--- src/rtl/video_timing_gen.sv ---
`default_nettype none
// ============================================================================
// Module   : video_timing_gen
// Purpose  : Raster timing generator and pixel-fetch front end. Starts and
//            stops only on frame boundaries, with DE-aligned registered colour.
// Options  : RESO854        - 854 active pixels per line instead of 800
//            VTG_PATTERN_EN - built-in test pattern replaces iRed/iGreen/iBlue
// Revision : 1.0 - initial release
// ============================================================================
module video_timing_gen #(
`ifdef RESO854
  parameter int HAPIX = 854,
`else
  parameter int HAPIX = 800,
`endif
  parameter int HFPOR = 40,
  parameter int HSPUL = 128,
  parameter int HBPOR = 88,
  parameter int VAPIX = 600,
  parameter int VFPOR = 1,
  parameter int VSPUL = 4,
  parameter int VBPOR = 23
) (
  input  logic        clock_pixel,
  input  logic        reset,
  input  logic        iEnable,
  input  logic [7:0]  iRed,
  input  logic [7:0]  iGreen,
  input  logic [7:0]  iBlue,
  output logic        oRequest,
  output logic [10:0] oX,
  output logic [10:0] oY,
  output logic        SYNC_H,
  output logic        SYNC_V,
  output logic        DE,
  output logic [7:0]  oRed,
  output logic [7:0]  oGreen,
  output logic [7:0]  oBlue,
  output logic        oFrameStart
);

  localparam logic [10:0] c_H_ACT  = 11'(HAPIX);
  localparam logic [10:0] c_HS_BEG = 11'(HAPIX + HFPOR);
  localparam logic [10:0] c_HS_END = 11'(HAPIX + HFPOR + HSPUL);
  localparam logic [10:0] c_H_LAST = 11'(HAPIX + HFPOR + HSPUL + HBPOR - 1);
  localparam logic [10:0] c_V_ACT  = 11'(VAPIX);
  localparam logic [10:0] c_VS_BEG = 11'(VAPIX + VFPOR);
  localparam logic [10:0] c_VS_END = 11'(VAPIX + VFPOR + VSPUL);
  localparam logic [10:0] c_V_LAST = 11'(VAPIX + VFPOR + VSPUL + VBPOR - 1);

  typedef enum logic [1:0] {
    ST_IDLE     = 2'd0,
    ST_RUN      = 2'd1,
    ST_STOPPING = 2'd2
  } state_t;

  state_t      r_state;
  state_t      w_state_next;
  logic [10:0] r_hcnt;
  logic [10:0] r_vcnt;

  logic        w_running;
  logic        w_h_last;
  logic        w_v_last;
  logic        w_frame_last;
  logic        w_active;
  logic        w_hsync;
  logic        w_vsync;
  logic        w_request;
  logic [10:0] w_x;
  logic [10:0] w_y;
  logic [7:0]  w_pix_r;
  logic [7:0]  w_pix_g;
  logic [7:0]  w_pix_b;

  logic        r_de;
  logic        r_sync_h;
  logic        r_sync_v;
  logic        r_frame_start;
  logic [7:0]  r_red;
  logic [7:0]  r_green;
  logic [7:0]  r_blue;

  assign w_running    = (r_state != ST_IDLE);
  assign w_h_last     = (r_hcnt == c_H_LAST);
  assign w_v_last     = (r_vcnt == c_V_LAST);
  assign w_frame_last = w_h_last && w_v_last;
  assign w_active     = (r_hcnt < c_H_ACT) && (r_vcnt < c_V_ACT);
  assign w_hsync      = (r_hcnt >= c_HS_BEG) && (r_hcnt < c_HS_END);
  assign w_vsync      = (r_vcnt >= c_VS_BEG) && (r_vcnt < c_VS_END);
  assign w_request    = w_active && w_running;
  assign w_x          = w_request ? r_hcnt : 11'd0;
  assign w_y          = w_request ? r_vcnt : 11'd0;

  always_ff @(posedge clock_pixel or posedge reset) begin
    if (reset) begin
      r_state <= ST_IDLE;
    end else begin
      r_state <= w_state_next;
    end
  end

  // STOPPING keeps the raster running so a dropped enable never truncates a frame.
  always_comb begin
    w_state_next = r_state;
    case (r_state)
      ST_IDLE: begin
        if (iEnable) w_state_next = ST_RUN;
      end
      ST_RUN: begin
        if (!iEnable) w_state_next = ST_STOPPING;
      end
      ST_STOPPING: begin
        if (iEnable)           w_state_next = ST_RUN;
        else if (w_frame_last) w_state_next = ST_IDLE;
      end
      default: w_state_next = ST_IDLE;
    endcase
  end

  always_ff @(posedge clock_pixel or posedge reset) begin
    if (reset) begin
      r_hcnt <= 11'd0;
      r_vcnt <= 11'd0;
    end else if (!w_running) begin
      r_hcnt <= 11'd0;
      r_vcnt <= 11'd0;
    end else if (w_h_last) begin
      r_hcnt <= 11'd0;
      r_vcnt <= w_v_last ? 11'd0 : r_vcnt + 11'd1;
    end else begin
      r_hcnt <= r_hcnt + 11'd1;
    end
  end

`ifdef VTG_PATTERN_EN
  logic w_unused_pattern;
  assign w_unused_pattern = ^{iRed, iGreen, iBlue, w_x[10:8], w_y[10:8]};
  assign w_pix_r = {w_x[5:0] & {6{w_y[4:3] == ~w_x[4:3]}}, 2'b00};
  assign w_pix_g = w_x[7:0] & {8{w_y[6]}};
  assign w_pix_b = w_y[7:0];
`else
  assign w_pix_r = iRed;
  assign w_pix_g = iGreen;
  assign w_pix_b = iBlue;
`endif

  // Single output stage: everything lands one clock after the request cycle.
  always_ff @(posedge clock_pixel or posedge reset) begin
    if (reset) begin
      r_de          <= 1'b0;
      r_sync_h      <= 1'b1;
      r_sync_v      <= 1'b1;
      r_frame_start <= 1'b0;
      r_red         <= 8'd0;
      r_green       <= 8'd0;
      r_blue        <= 8'd0;
    end else begin
      r_de          <= w_request;
      r_sync_h      <= ~(w_hsync && w_running);
      r_sync_v      <= ~(w_vsync && w_running);
      r_frame_start <= w_request && (r_hcnt == 11'd0) && (r_vcnt == 11'd0);
      r_red         <= w_request ? w_pix_r : 8'd0;
      r_green       <= w_request ? w_pix_g : 8'd0;
      r_blue        <= w_request ? w_pix_b : 8'd0;
    end
  end

  assign oRequest    = w_request;
  assign oX          = w_x;
  assign oY          = w_y;
  assign DE          = r_de;
  assign SYNC_H      = r_sync_h;
  assign SYNC_V      = r_sync_v;
  assign oFrameStart = r_frame_start;
  assign oRed        = r_red;
  assign oGreen      = r_green;
  assign oBlue       = r_blue;

endmodule
`default_nettype wire

--- config.mk ---
export PLATFORM = sky130hd
export DESIGN_NAME = video_timing_gen
export DESIGN_NICKNAME = d
export VERILOG_FILES = /design/src/rtl/video_timing_gen.sv
export SDC_FILE = /design/constraint.sdc
export NUM_CORES = 1
export LEC_CHECK = 0
export ABC_AREA = 1
export ABC_CLOCK_PERIOD_IN_PS = 4000
export CAP_MARGIN = 30
export CELL_PAD_IN_SITES_DETAIL_PLACEMENT = 1
export CELL_PAD_IN_SITES_GLOBAL_PLACEMENT = 1
export CORE_AREA = 2 2 121 64
export CTS_BUF_LIST = sky130_fd_sc_hd__clkbuf_8
export CTS_CLUSTER_DIAMETER = 120
export DETAILED_ROUTE_END_ITERATION = 10
export DIE_AREA = 0 0 123 66
export GPL_TIMING_DRIVEN = 0
export PLACE_DENSITY = 0.85
export SLEW_MARGIN = 20
export SYNTH_ARGS = -nofsm -noshare
export SYNTH_HDL_FRONTEND = slang
export SYNTH_SLANG_ARGS = --single-unit
--- constraint.sdc ---
create_clock -name clock_pixel -period 4 [get_ports clock_pixel]
set_clock_uncertainty 0.1 [all_clocks]
set_input_delay 0.8 -clock clock_pixel [delete_from_list [all_inputs] [get_ports clock_pixel]]
set_output_delay 0.8 -clock clock_pixel [all_outputs]
set_load 0.02 [all_outputs]
==> results by group, run 1 <==
Clock network
  – TritonCTS sink count: 52
  – Post-CTS Resized: 0
  – Post-CTS Setup Inserts: 0
  – Number of buffers inserted during clock tree synthesis: 5
  – H-tree depth: 2
  – Clock tree from TritonCTS: done
  – Master cell of the clock root buffer: sky130_fd_sc_hd__clkbuf_8
  – Post-CTS Hold Buffers: 0
  – Clock transition at the registers of the reported paths: 0.09 ns
  – Clock latency reported for the late side of the worst-skew pair: 0.31 ns
  – Buffer levels on the longest clock path: 2

Final layout
  – Diodes inserted: 0
  – Post-route cell area: 3640 µm²
  – Fillers: 879
  – Finished Core Util: 51.2%
  – Synth-to-layout area growth: 38.2%
  – Fraction of layout cells with a size suffix above 1: 9.44%
  – Count of nets after finishing: 445

Yosys
  – Sequential area share after synthesis: 49.5%
  – Cell area after synthesis: 2630 µm²
  – Average instance area after synthesis: 7.97 µm²
  – Yosys Warn Count: 0
  – Number of distinct library cell variants in the gate-level netlist after synthesis: 26
  – Synthesized instance count: 330
  – Number of storage elements in the synthesis netlist: 52

STA
  – Post-route minimum period: 3.45 ns
  – Period Utilization, post-route: 86.3%
  – Final-layout worst hold slack: 0.425 ns
  – Slew margin rel.: 57.7%
  – Unrepaired setup endpoints after global routing: no
  – Fin. max-slew vios: 0
  – Measured slew at the worst slew-check pin: 0.635 ns
  – Final setup violating endpoints: 0
  – Max Clock Freq: 0.290 GHz
  – Fin. Hold Viols: 0
  – Setup TNS: 0 ns

Placed design
  – DP Wirelength: 5930 µm
  – Buffers on Ports: 75
  – Routability-driven placement congestion ratio: 0.865
  – Post-detailed-placement cell area: 3510 µm²

Pwr
  – Power density over the cells: 358 nW/µm²
  – Leak: 1.76 nW
  – Worst IR Drop VDD: 0.000181 V

Setup path
  – Crit Path Class: reg2out
  – Total buffers and inverters traversed by the critical path: 3
  – Critical path peak fanout: 10
  – Cells along the critical path: inv_1 > o21ai_0 > nor2_2 > nand3_4 > buf_6 > nor2_1 > clkdlybuf4s50_1
  – Type of origin of the critical path: flip-flop
  – Arrival time worst endpoint: 2.55 ns
  – Critical path endpoint category: output port
  – Critical Path Max Stage Delay: 0.62 ns
  – Req. time, crit path: 3.10 ns
  – Kind of cell adding the most delay to the critical path: buffers and inverters
  – Slowest stage cell, crit path: sky130_fd_sc_hd__clkdlybuf4s50_1

Global route
  – Global-route wire length before repair: 12100 µm
  – Aggregate global routing overflow: 0
  – Number of global-route vias before repair: 2464
  – Largest net degree at the start of global routing: 53
  – Total track usage: 19.6%
  – Initial antenna violation count: 0

Detailed routing
  – Detailed Route Iter0 Violations: 159
  – Remaining routing DRC violations: 0
  – DR vias/cell: 4.59
  – DR vias: 2335
  – Number of nets with antenna violations after detailed routing: 0
  – Routed wire length: 7490 µm
  – Wirelength per Cell: 14.7 µm
  – Pre-Repair DR Iteration Count: 4

Die
  – Starting Density: 37.1%
  – Width of the chip: 123 µm
  – Core Box Area: 7100 µm²
  – Row count: 22
  – Number of placed I/O pins: 78
  – Vertical die dimension: 66 µm
  – Floorplan die area: 8120 µm²

Hold path
  – HP Class: reg2reg

Outcome
  – Status: finished, final reports clean

Job
  – Count of maximum capacitance violations: 0
## final cells by class
class | count | area (µm²) | share of cell area (%)
flip-flops and latches | 52 | 1300 | 35.8
multi-input cells | 209 | 1010 | 27.9
repair buffers | 75 | 751 | 20.6
inverters | 60 | 228 | 6.26
well taps | 96 | 120 | 3.30
plain buffers | 10 | 92.6 | 2.55
clock buffers | 5 | 68.8 | 1.89
clock inverters | 2 | 60.1 | 1.65
## power by group
group | leakage (nW) | switching (mW) | internal (mW) | total, mW
sequential | 0.675 | 0.0220 | 0.564 | 0.586
clock | 0.0642 | 0.173 | 0.246 | 0.419
combinational | 1.02 | 0.166 | 0.129 | 0.295
## state kept, by name (all words and copies together) (netlist names)
register	count
r_state	2
oBlue	8
oRed	8
r_vcnt	11
oFrameStart	1
SYNC_V	1
DE	1
SYNC_H	1
r_hcnt	11
oGreen	8
## metal layers
metal / vias up / global-route usage [%] / wire (µm)
met1: 1106 / 28.5 / 3610
met2: 58 / 29.4 / 3200
met3: 5 / 5.69 / 626
met4: 0 / 2.98 / 45
met5: - / 0 / 0
li1: 1166 / - / -
## worst reg2reg max path, stage by stage (launching register included)
cell and delay, ns:
sky130_fd_sc_hd__dfrtp_1 0.42, sky130_fd_sc_hd__ha_1 0.24, sky130_fd_sc_hd__nand3_1 0.18, sky130_fd_sc_hd__nor2_1 0.13
sky130_fd_sc_hd__nand2_1 0.10, sky130_fd_sc_hd__nand2_2 0.21, sky130_fd_sc_hd__inv_2 0.16, sky130_fd_sc_hd__o21ai_0 0.21
## synth_stat cells
| cell type | n | share of area [%] |
|---|---|---|
| sky130_fd_sc_hd__o211ai_1 | 2 | 0.57 |
| sky130_fd_sc_hd__buf_2 | 1 | 0.19 |
| sky130_fd_sc_hd__nand3_4 | 1 | 0.67 |
| sky130_fd_sc_hd__inv_1 | 57 | 8.1 |
| sky130_fd_sc_hd__nor2_1 | 75 | 11 |
| sky130_fd_sc_hd__inv_2 | 3 | 0.43 |
| sky130_fd_sc_hd__buf_4 | 2 | 0.57 |
| sky130_fd_sc_hd__nand2_1 | 50 | 7.1 |
| sky130_fd_sc_hd__nand2_2 | 1 | 0.24 |
| sky130_fd_sc_hd__xnor2_1 | 1 | 0.33 |
| sky130_fd_sc_hd__nor3_4 | 1 | 0.62 |
| sky130_fd_sc_hd__buf_6 | 6 | 2.6 |
| sky130_fd_sc_hd__nor2_4 | 1 | 0.43 |
| sky130_fd_sc_hd__o221ai_1 | 1 | 0.33 |
| sky130_fd_sc_hd__nand3_1 | 21 | 4.0 |
| sky130_fd_sc_hd__clkbuf_2 | 1 | 0.19 |
| sky130_fd_sc_hd__nor2_2 | 12 | 2.9 |
| sky130_fd_sc_hd__dfrtp_1 | 50 | 48 |
| sky130_fd_sc_hd__nor3_1 | 4 | 0.76 |
| sky130_fd_sc_hd__conb_1 | 1 | 0.14 |
| sky130_fd_sc_hd__xor2_1 | 5 | 1.7 |
| sky130_fd_sc_hd__ha_1 | 5 | 2.4 |
| sky130_fd_sc_hd__o21ai_0 | 12 | 2.3 |
| sky130_fd_sc_hd__dfstp_2 | 2 | 2.0 |
| sky130_fd_sc_hd__a21oi_1 | 6 | 1.1 |
| sky130_fd_sc_hd__nand4_1 | 9 | 2.1 |
## metrics by stage
| stage | worst slack (ns) | total power, mW | cells |
|---|---|---|---|
| finish | 0.549 | 1.30 | 509 |
| CTS | 0.535 | 1.32 | 509 |
| global placement | 0.804 | 0.886 | 502 |
| floorplan | 1.66 | 0.753 | 331 |
| global route | 0.385 | 1.37 | 509 |
| detailed placement | 0.890 | 0.896 | 502 |
## placed cells by master (no fill, tap or decap), drive strengths merged
master          n
o21ai          12
o211ai          2
ha              5
buf             9
nor3            5
dfstp           2
nor2           88
clkbuf          6
dfrtp          50
bufinv          2
o221ai          1
nand3          22
conb            2
nand4           9
xnor2           1
clkdlybuf4s50  75
a21oi           6
xor2            5
nand2          51
inv            60
## final timing paths
| kind | startpoint | endpoint | slack (ns) | cells past startpoint |
|---|---|---|---|---|
| min in group asynchronous | reset | oRed[4]$_DFF_PP0_ | 0.86 | 2 |
| max | r_hcnt[7]$_DFF_PP0_ | oY[4] | 0.55 | 7 |
| min reg2reg | r_hcnt[0]$_DFF_PP0_ | r_hcnt[0]$_DFF_PP0_ | 0.42 | 1 |
| max reg2reg | r_hcnt[0]$_DFF_PP0_ | r_vcnt[2]$_DFFE_PP0P_ | 2.18 | 7 |
| min | r_hcnt[0]$_DFF_PP0_ | r_hcnt[0]$_DFF_PP0_ | 0.42 | 1 |
| max in group asynchronous | reset | DE$_DFF_PP0_ | 2.53 | 2 |
## logic make-up after synthesis
family / count (synthesis) / synth area share (%)
simple gates: 175 / 29.5
buf+inv: 70 / 12.1
flops: 52 / 49.5
compound gates: 21 / 4.33
xor+xnor: 6 / 2.00
fa+ha+maj: 5 / 2.38
other cells: 1 / 0.143
(Power assumes the default switching activity.)
==> run 2, diff against run 1 <==
--- a/config.mk
+++ b/config.mk
@@ -13,6 +13,7 @@
 export CORE_AREA = 2 2 121 64
 export CTS_BUF_LIST = sky130_fd_sc_hd__clkbuf_8
 export CTS_CLUSTER_DIAMETER = 120
+export CTS_CLUSTER_SIZE = 10
 export DETAILED_ROUTE_END_ITERATION = 10
 export DIE_AREA = 0 0 123 66
 export GPL_TIMING_DRIVEN = 0
@@ -21,3 +22,4 @@
 export SYNTH_ARGS = -nofsm -noshare
 export SYNTH_HDL_FRONTEND = slang
 export SYNTH_SLANG_ARGS = --single-unit
+export TNS_END_PERCENT = 20
==> results of run 2 <==
Same layout as run 1: the final DEF is identical, and so are final timing and power.
==> run 3, diff against run 2 <==
--- a/config.mk
+++ b/config.mk
@@ -16,7 +16,7 @@
 export CTS_CLUSTER_SIZE = 10
 export DETAILED_ROUTE_END_ITERATION = 10
 export DIE_AREA = 0 0 123 66
-export GPL_TIMING_DRIVEN = 0
+export GPL_TIMING_DRIVEN = 1
 export PLACE_DENSITY = 0.85
 export SLEW_MARGIN = 20
 export SYNTH_ARGS = -nofsm -noshare
==> results by group, run 3 (synthesized netlist as in run 1, its figures left out) <==
Global route
  – Number of global-route vias before repair: 2434 (-1.2%)
  – Global-route wire length before repair: 12200 µm (+0.68%)
  – Largest net degree at the start of global routing: 39 (-26%)
  – Met2 track demand over resource in global routing: 30.7% (+1.2 points)
  – Met1 usage: 28.0% (-0.57 points)
  – Gr busiest metal: met2
  – Total track usage: 19.9% (+0.26 points)
  – Aggregate global routing overflow: 0 (unchanged)
  – Initial antenna violation count: 0 (unchanged)
  – Met3 Use GR: 5.43% (-0.26 points)

Setup path
  – Worst r2r src: r_hcnt[7]$_DFF_PP0_
  – Req. time, crit path: 3.10 ns (about the same)
  – Critical Path Max Stage Delay: 0.63 ns (about the same)
  – Source of the critical timing path: r_hcnt[7]$_DFF_PP0_
  – Slowest stage cell, crit path: sky130_fd_sc_hd__clkdlybuf4s50_1
  – Arrival time worst endpoint: 2.65 ns (+0.10 ns)
  – Total buffers and inverters traversed by the critical path: 2 (-1)
  – Crit Path Class: reg2out
  – Critical path peak fanout: 38 (+28)
  – Critical path endpoint category: output port
  – Type of origin of the critical path: flip-flop
  – Kind of cell adding the most delay to the critical path: simple AND/OR/NAND/NOR gates
  – Cells along the critical path: inv_1 > o21ai_0 > nor2_2 > nand3_4 > nor2_1 > clkdlybuf4s50_1

Outcome
  – Status: finished, final reports clean

STA
  – Setup TNS: 0 ns (unchanged)
  – Period Utilization, post-route: 88.6% (+2.3 points)
  – Fin. Hold Viols: 0 (unchanged)
  – Measured slew at the worst slew-check pin: 0.652 ns (+0.0170 ns)
  – Slew margin rel.: 56.5% (-1.2 points)
  – Final setup violating endpoints: 0 (unchanged)
  – Max Clock Freq: 0.282 GHz (-2.6%)
  – Fin. max-slew vios: 0 (unchanged)
  – Unrepaired setup endpoints after global routing: no
  – Post-route minimum period: 3.55 ns (+0.0939 ns)
  – Final-layout worst hold slack: 0.403 ns (-0.0217 ns)

Clock network
  – Buffer levels on the longest clock path: 2 (unchanged)
  – Clock transition at the registers of the reported paths: 0.10 ns (about the same)
  – Post-CTS Hold Buffers: 0 (unchanged)
  – TritonCTS sink count: 52 (unchanged)
  – Number of buffers inserted during clock tree synthesis: 5 (unchanged)
  – Master cell of the clock root buffer: sky130_fd_sc_hd__clkbuf_8
  – Post-CTS Setup Inserts: 0 (unchanged)
  – Clock latency reported for the late side of the worst-skew pair: 0.32 ns (about the same)
  – Post-CTS Resized: 0 (unchanged)
  – Clock tree from TritonCTS: done
  – H-tree depth: 2 (unchanged)

Die
  – Row count: 22 (unchanged)
  – Vertical die dimension: 66 µm (unchanged)
  – Core Box Area: 7100 µm² (unchanged)
  – Floorplan die area: 8120 µm² (unchanged)
  – Number of placed I/O pins: 78 (unchanged)
  – Starting Density: 37.1% (unchanged)
  – Width of the chip: 123 µm (unchanged)

Final layout
  – Fraction of layout cells with a size suffix above 1: 7.88% (-1.6 points)
  – Synth-to-layout area growth: 35.4%
  – Commonest cells after routing, fill and taps aside: sky130_fd_sc_hd__nor2_1 (75), sky130_fd_sc_hd__clkdlybuf4s50_1 (75), sky130_fd_sc_hd__inv_1 (56)
  – Top Registers: r_hcnt: 11 flops, r_vcnt: 11 flops
  – Count of nets after finishing: 437 (-1.8%)
  – Diodes inserted: 0 (unchanged)

Pwr
  – Leak: 1.71 nW (-2.6%)
  – Power density over the cells: 352 nW/µm² (-1.4%)
  – Worst IR Drop VDD: 0.000197 V (+9.0%)

Detailed routing
  – Pre-Repair DR Iteration Count: 4 (unchanged)
  – Number of nets with antenna violations after detailed routing: 0 (unchanged)
  – DR vias/cell: 4.69 (+2.1%)
  – DR vias: 2352 (+0.73%)
  – Routed wire length: 7510 µm (+0.27%)
  – Wirelength per Cell: 15.0 µm (+1.7%)
  – Remaining routing DRC violations: 0 (unchanged)
  – Detailed Route Iter0 Violations: 116 (-27%)

Placed design
  – DP Wirelength: 5870 µm (-0.99%)
  – Buffers on Ports: 75 (unchanged)
  – Routability-driven placement congestion ratio: 0.891 (+3.1%)

Hold path
  – HP Class: reg2reg
  – Worst Min Path Start: r_hcnt[0]$_DFF_PP0_

Job
  – Count of maximum capacitance violations: 0 (unchanged)
run 3: cell types whose count changed in the layout (fill, tap and decap cells not counted), sizes merged:
cell / previous run / this run
bufinv: 2 / 1
clkinv: 0 / 1
buf: 9 / 2
run 3: cell type report:
class	count	area [µm²]
fillers	888	3540
flip-flops and latches	52	1300
multi-input cells	209	1010
repair buffers	77	778
inverters	60	225
well taps	96	120
clock buffers	6	82.6
clock inverters	2	38.8
run 3: final timing paths:
kind                                       endpoint  slack [ns]  cells past startpoint
worst max-delay path                          oY[2]        0.45                      6
worst min-delay path            r_hcnt[0]$_DFF_PP0_        0.40                      1
min in group asynchronous        oBlue[5]$_DFF_PP0_        0.79                      2
max in group asynchronous          SYNC_H$_DFF_PP1_        2.36                      3
worst max register to register    oRed[6]$_DFF_PP0_        1.95                      6
worst min register to register  r_hcnt[0]$_DFF_PP0_        0.40                      1
run 3: power by group:
part	internal (mW)	switching, mW	total (mW)
clock network	0.205	0.182	0.387
logic	0.121	0.161	0.282
registers	0.564	0.0219	0.586
run 3: per-layer routing:
layer	routed length, µm	part of all wire [%]
met1	3680	49
met2	3210	43
met3	549	7.3
met4	62	0.83
met5	0	0
run 3: through the flow:
stage,std cells,utilization (%),instance area (µm²),setup WS (ns),power (mW)
3_3_place_gp,493,48.2,3420,0.945,0.871
3_5_place_dp,494,48.4,3440,0.796,0.883
6_report,502,50.2,3560,0.455,1.26
5_1_grt,502,50.2,3560,0.225,1.32
4_1_cts,502,50.2,3560,0.413,1.27
2_1_floorplan,331,-,2640,1.66,0.753
